**config.mk**
```make
export PLATFORM = sky130hd
export DESIGN_NAME = demux_burst_scheduler
export DESIGN_NICKNAME = d
export VERILOG_FILES = /design/src/rtl/demux_burst_scheduler.sv
export SDC_FILE = /design/constraint.sdc
export NUM_CORES = 1
export LEC_CHECK = 0
export CORE_MARGIN = 2
export CORE_UTILIZATION = 52
export DETAILED_ROUTE_END_ITERATION = 6
export MAX_ROUTING_LAYER = met4
export PLACE_DENSITY = 0.88
export SETUP_SLACK_MARGIN = 0.05
export SKIP_CTS_REPAIR_TIMING = 1
export SLEW_MARGIN = 20
export SYNTH_ARGS = -nofsm -noshare
export SYNTH_HDL_FRONTEND = slang
export SYNTH_SLANG_ARGS = --single-unit
export TNS_END_PERCENT = 20
```
**constraint.sdc**
```tcl
create_clock -name clk -period 3.75 [get_ports clk]
set_input_delay 0.9375 -clock clk [delete_from_list [all_inputs] [get_ports clk]]
set_output_delay 0.9375 -clock clk [all_outputs]
set_load 0.005 [all_outputs]
```
**src/rtl/demux_burst_scheduler.sv**
```systemverilog
// Burst scheduler that sits in front of the 1:N demux fabric. It grants enabled, ready
// channels round-robin, then steers up to BURST beats through a one-deep output hold stage.
//
//   state   | meaning
//   S_IDLE  | arbitrate: pick the next eligible channel after last_ch
//   S_BURST | stream beats to sel until BURST accepts or ch_en[sel] drops
module demux_burst_scheduler #(
    parameter int NCH   = 6,
    parameter int W     = 8,
    parameter int BURST = 4
) (
    input  logic             clk,
    input  logic             rst,
    input  logic [W-1:0]     in_data,
    input  logic             in_valid,
    output logic             in_ready,
    input  logic [NCH-1:0]   ch_en,
    input  logic [NCH-1:0]   out_ready,
    output logic [W-1:0]     out_data,
    output logic [NCH-1:0]   out_valid,
    output logic [2:0]       sel,
    output logic             busy,
    output logic [3:0]       beat_cnt
);

    localparam logic [0:0] S_IDLE  = 1'b0;
    localparam logic [0:0] S_BURST = 1'b1;

    logic [0:0]   r_state;
    logic [2:0]   r_sel;
    logic [2:0]   r_last_ch;
    logic [3:0]   r_beat_cnt;
    logic         r_hold_v;
    logic [2:0]   r_hold_ch;
    logic [W-1:0] r_hold_data;

    logic [7:0]   w_en8;
    logic [7:0]   w_rdy8;
    logic [7:0]   w_elig;
    logic         w_grant_v;
    logic [2:0]   w_grant_ch;
    logic         w_in_ready;
    logic         w_accept;
    logic         w_last_beat;
    logic         w_drain;

    // Widen the masks to 8 bits so a 3-bit index can never select past the vector.
    always_comb begin
        w_en8            = '0;
        w_rdy8           = '0;
        w_en8[NCH-1:0]   = ch_en;
        w_rdy8[NCH-1:0]  = out_ready;
        w_elig           = w_en8 & w_rdy8;
    end

    always_comb begin
        int c_idx;
        w_grant_v  = 1'b0;
        w_grant_ch = '0;
        c_idx      = 0;
        for (int k = 1; k <= NCH; k++) begin
            c_idx = int'(r_last_ch) + k;
            if (c_idx >= NCH) c_idx = c_idx - NCH;
            if (!w_grant_v && w_elig[c_idx[2:0]]) begin
                w_grant_v  = 1'b1;
                w_grant_ch = c_idx[2:0];
            end
        end
    end

    // A pending beat for another channel must leave the hold stage before this burst may load it.
    assign w_in_ready  = (r_state == S_BURST) & w_en8[r_sel] &
                         (~r_hold_v | ((r_hold_ch == r_sel) & w_rdy8[r_sel]));
    assign w_accept    = in_valid & w_in_ready;
    assign w_last_beat = (r_beat_cnt == 4'(BURST - 1));
    assign w_drain     = r_hold_v & w_rdy8[r_hold_ch];

    always_ff @(posedge clk) begin
        if (rst) begin
            r_state    <= S_IDLE;
            r_sel      <= '0;
            r_last_ch  <= 3'(NCH - 1);
            r_beat_cnt <= '0;
        end else if (r_state == S_IDLE) begin
            if (in_valid && w_grant_v) begin
                r_state    <= S_BURST;
                r_sel      <= w_grant_ch;
                r_last_ch  <= w_grant_ch;
                r_beat_cnt <= '0;
            end
        end else begin
            if (!w_en8[r_sel]) begin
                r_state <= S_IDLE;
            end else if (w_accept) begin
                r_beat_cnt <= r_beat_cnt + 4'd1;
                if (w_last_beat) r_state <= S_IDLE;
            end
        end
    end

    always_ff @(posedge clk) begin
        if (rst) begin
            r_hold_v    <= 1'b0;
            r_hold_ch   <= '0;
            r_hold_data <= '0;
        end else if (w_accept) begin
            r_hold_v    <= 1'b1;
            r_hold_ch   <= r_sel;
            r_hold_data <= in_data;
        end else if (w_drain) begin
            r_hold_v    <= 1'b0;
        end
    end

    assign in_ready  = w_in_ready;
    assign out_data  = r_hold_data;
    assign out_valid = r_hold_v ? ({{(NCH-1){1'b0}}, 1'b1} << r_hold_ch) : '0;
    assign sel       = r_sel;
    assign busy      = (r_state == S_BURST);
    assign beat_cnt  = r_beat_cnt;

endmodule

```
==> results of run 1 <==
per-stage QoR:
stage / setup slack, ns / util
2_1_floorplan: 0.963 / -
3_5_place_dp: -0.107 / 0.668
4_1_cts: -0.117 / 0.686
5_1_grt: 0.226 / 0.687
6_report: 0.311 / 0.687
3_3_place_gp: -0.0913 / 0.668
state kept, by name (all words and copies together), names as in the netlist:
signal / flops
busy: 1
out_data: 8
r_hold_ch: 3
r_hold_v: 1
sel: 3
beat_cnt: 4
r_last_ch: 2
layer usage:
metal | global-route usage | part of all wire
met1 | 0.352 | 0.44
met2 | 0.395 | 0.48
met3 | 0.0296 | 0.068
met4 | 0.0575 | 0.0099
met5 | - | 0
worst max-delay path by stage:
stage	start	endpoint	slack, ns
3_3_place_gp	out_ready[5]	in_ready	-0.09
5_1_grt	out_ready[4]	in_ready	0.23
2_1_floorplan	out_ready[5]	in_ready	0.96
4_1_cts	out_ready[5]	in_ready	-0.12
6_report	out_ready[5]	in_ready	0.31
3_5_place_dp	out_ready[5]	in_ready	-0.11
power groups by stage:
| stage | registers, mW | logic, mW | clock network, mW |
|---|---|---|---|
| after floorplan | 0.324 | 1.19 | 0 |
| after global placement | 0.329 | 1.47 | 0 |
| after detailed placement | 0.330 | 1.51 | 0 |
| after CTS | 0.326 | 1.52 | 0.220 |
| after global routing | 0.334 | 1.67 | 0.234 |
| final | 0.327 | 1.54 | 0.217 |
cell type report:
class	count	share of cell area
clock buffer	3	0.0150
timing repair buffer	56	0.195
sequential	22	0.160
multi-input combinational	212	0.584
tap	50	0.0228
inverter	9	0.0123
clock inverter	1	0.0109
synthesized netlist by cell type (5+ instances only):
cell type	number	area, um2
sky130_fd_sc_hd__ha_1	10	125
sky130_fd_sc_hd__nor3_1	5	25.0
sky130_fd_sc_hd__a211oi_1	7	52.6
sky130_fd_sc_hd__nor2b_1	5	31.3
sky130_fd_sc_hd__nand3b_1	5	37.5
sky130_fd_sc_hd__nand2_1	24	90.1
sky130_fd_sc_hd__clkbuf_1	5	18.8
sky130_fd_sc_hd__and3_1	5	31.3
sky130_fd_sc_hd__inv_1	7	26.3
sky130_fd_sc_hd__nor2_1	25	93.8
sky130_fd_sc_hd__nand3_1	10	50.1
sky130_fd_sc_hd__a21oi_1	10	50.1
sky130_fd_sc_hd__o21ai_0	7	35.0
sky130_fd_sc_hd__dfxtp_1	22	440
sky130_fd_sc_hd__mux2i_1	17	170
worst min-delay path, stage by stage, from the launching register on:
cell and delay (ns):
sky130_fd_sc_hd__dfxtp_1 0.33, sky130_fd_sc_hd__mux2i_1 0.07, sky130_fd_sc_hd__nor2_1 0.07
logic make-up (layout without fill, tap and decap cells):
logic type                 after synthesis  in the layout  share of synthesized area
buffers and inverters                   22             69                     0.0517
and+or+nand+nor                        106            106                      0.271
AOI/OAI and AO/OA                       66             66                      0.243
muxes                                   23             23                      0.128
DFF                                     22             22                      0.204
adders and majority gates               10             10                     0.0580
xor gates and xnor gates                 7              7                     0.0441
cell usage in the layout, fill, tap and decap left out, types with 3 or more instances in the layout:
cell type,count
sky130_fd_sc_hd__buf_4,11
sky130_fd_sc_hd__a21oi_1,10
sky130_fd_sc_hd__ha_1,10
sky130_fd_sc_hd__nor4_1,4
sky130_fd_sc_hd__nand3_1,10
sky130_fd_sc_hd__inv_1,7
sky130_fd_sc_hd__and3_1,5
sky130_fd_sc_hd__a211oi_1,7
sky130_fd_sc_hd__clkdlybuf4s50_1,44
sky130_fd_sc_hd__mux2i_1,17
sky130_fd_sc_hd__mux4_2,3
sky130_fd_sc_hd__nand3b_1,5
sky130_fd_sc_hd__nand2_1,24
sky130_fd_sc_hd__o31ai_1,3
sky130_fd_sc_hd__or3_1,3
sky130_fd_sc_hd__o211ai_1,4
sky130_fd_sc_hd__nor3_1,5
sky130_fd_sc_hd__nor2_1,25
sky130_fd_sc_hd__clkbuf_8,3
sky130_fd_sc_hd__nor2b_1,5
sky130_fd_sc_hd__o21a_1,3
sky130_fd_sc_hd__o21ai_0,7
sky130_fd_sc_hd__nand2b_1,3
sky130_fd_sc_hd__dfxtp_1,22
==> run summary, run 1 <==
The maximum count of clock buffers along a single path came out at 2. The number of global-route vias before repair came out at 1879. The CTS clock-pin slew for the worst setup and hold paths is 0.08 ns.

The switching power of the nets is 1.02 mW. In this run the mean area of a mapped cell was 8.42 um2. The share of the Yosys chip area taken by registers is 0.204. Broken down by cell family, the worst path's largest delay share belongs to compound AO/OA/AOI/OAI gates. The internal power component came out at 1.07 mW. The final non-filler cell total is 353. The data arrival time of the worst path came out at 2.50 ns. TritonCTS built the clock tree.

The proportion of power drawn by combinational gates came out at 0.740. The net count after synthesis is 289. Counting buffers and inverters, the worst setup path is 6 cells deep.

The average wire per cell in the routed design is 16.3 um. The static power due to leakage came out at 1.12 nW. The setup clock skew after layout came out at between 0.004 and 0.005 ns. The total CTS buffers came out at 3. The total of endpoints with negative setup slack in the final report came out at 0.

The cell area after synthesis came out at 2160 um2. The wire length of the first global-routing pass came out at 8.94 mm. The relative max-transition margin is 0.568.

The clock share of power is 0.104. Dividing total power by cell area gives a power density of ~760 nW/um2. The worst hold path begins at out_data[4]. The number of port buffers is 45. The worst setup path is captured at a primary output. The I/O pin count is 46. The final count of pins violating max slew is 0. The final critical delay including setup and external delays is 3.44 ns.

Counting both buffers and inverters, the worst setup path holds a total of 2. Counting flops and latches in the post-synthesis netlist gives 22. In this run, the number of DRC markers left after iteration 0 of detailed routing was 257. In this run the critical register-to-register path is captured at r_last_ch[2].

The H-tree depth reported by CTS came out at 1. The required time reported for the critical path endpoint is 2.81 ns. The post-synthesis instance total is roughly 260. Derived from the worst setup path, the maximum achievable clock frequency is 291 MHz. The share of post-route cells with drive strength above 1 came out at 0.149.

In this run the register-to-register setup slack is 0.57 ns. The sum of negative setup slack is 0 ns. The final net count is 337. The antenna diode count is 0. The netlist uses 73 different library cells. The number of standard-cell rows in the floorplan came out at 23. The kind of start point of the critical path is an input port. Along the worst hold path, the cell count comes to 2.

Across all hold checks on the routed design, the worst slack comes to 0.504 ns. For this block, the via count after detailed routing is 2140. After legalization and detailed placement, the total HPWL measured 4.29 mm. The critical path goes through clkdlybuf4s50_1 > o21ai_0 > a221o_1 > o41a_1 > nor2_4 > dlymetal6s2s_1. The root buffer cell is sky130_fd_sc_hd__clkbuf_8.

In this run the worst hold path is classified as reg2reg. The count of maximum capacitance violations came out at 0. The routed design has roughly 5.7 mm of wire. The layout overhead on the synthesized area is 27.5%.

The standard cell area after detailed placement is 2670 um2. The final number of hold-violating endpoints is 0. The overall power of the completed layout came out at approximately 2.1 mW. The clock sink count came out at 22. The number of flops mapped to enable cells by yosys is 0.

The horizontal die dimension came out at 68.4 um. The critical path's largest stage delay is 0.49 ns. The area of the placeable core is 4000 um2.

For the worst flop-to-flop path, the logic depth is 10. After routing the design area is approximately 2700 um2. The worst flop-to-flop path startpoint is sel[1]. The global placement routability congestion came out at 0.879. The cell type of the slowest stage on the worst timing path is sky130_fd_sc_hd__clkdlybuf4s50_1. The combined area of the multi-input logic cells came out at 1600 um2. After detailed routing, the number of remaining DRC violations is 0. Of the total power, the share spent switching nets is 0.489. The number of warnings printed during yosys synthesis came out at 0.

For this configuration, the core starts out at a cell density of 0.539. Of all nets on the critical path, the largest fanout is 2. In the global route stage, overall resource usage came out at 0.254. The initial antenna violation count came to 0. The share of flip-flops with an asynchronous set or reset is 0. The worst setup path is of the in2out kind. The worst ir drop on vdd is 378 uV. Dividing the final minimum period by the clock period gives 0.917. The number of iterations in the first detailed-routing pass is 4. The area enclosed by the die boundary is 4680 um2. The footprint of the flip-flops and latches is 440 um2. The run finished with clean final reports. Setup repair after global routing left no endpoint under its margin. The routed via count divided by cell count is 6.06. The path with the worst hold slack has its endpoint at out_data[4]. The share of total power in sequential cells came out at 0.156.

The pin count of the biggest net entering global routing is 19. The count of filler cells inserted in the layout came out at 319. The total overflow left after global routing is 0.

The worst-margin pin slew came out at 0.646 ns. The detail route stage leaves a number of antenna-violating nets equal to 0. For this run, the leading register cell type out of synthesis is sky130_fd_sc_hd__dfxtp_1.

The total instance count after detailed placement came out at between 300 and 400. The vertical extent of the die came out at 68.4 um. The clock insertion delay at the later pin of the skew report came out at 0.26 ns.
No activity file was read; power rests on OpenSTA's default activity.
==> run 2, diff against run 1 <==
--- a/config.mk
+++ b/config.mk
@@ -7,6 +7,7 @@
 export LEC_CHECK = 0
 export CORE_MARGIN = 2
 export CORE_UTILIZATION = 52
+export CTS_CLUSTER_DIAMETER = 200
 export DETAILED_ROUTE_END_ITERATION = 6
 export MAX_ROUTING_LAYER = met4
 export PLACE_DENSITY = 0.88
==> results of run 2 <==
Final layout, timing and power as in run 1 (identical DEF).
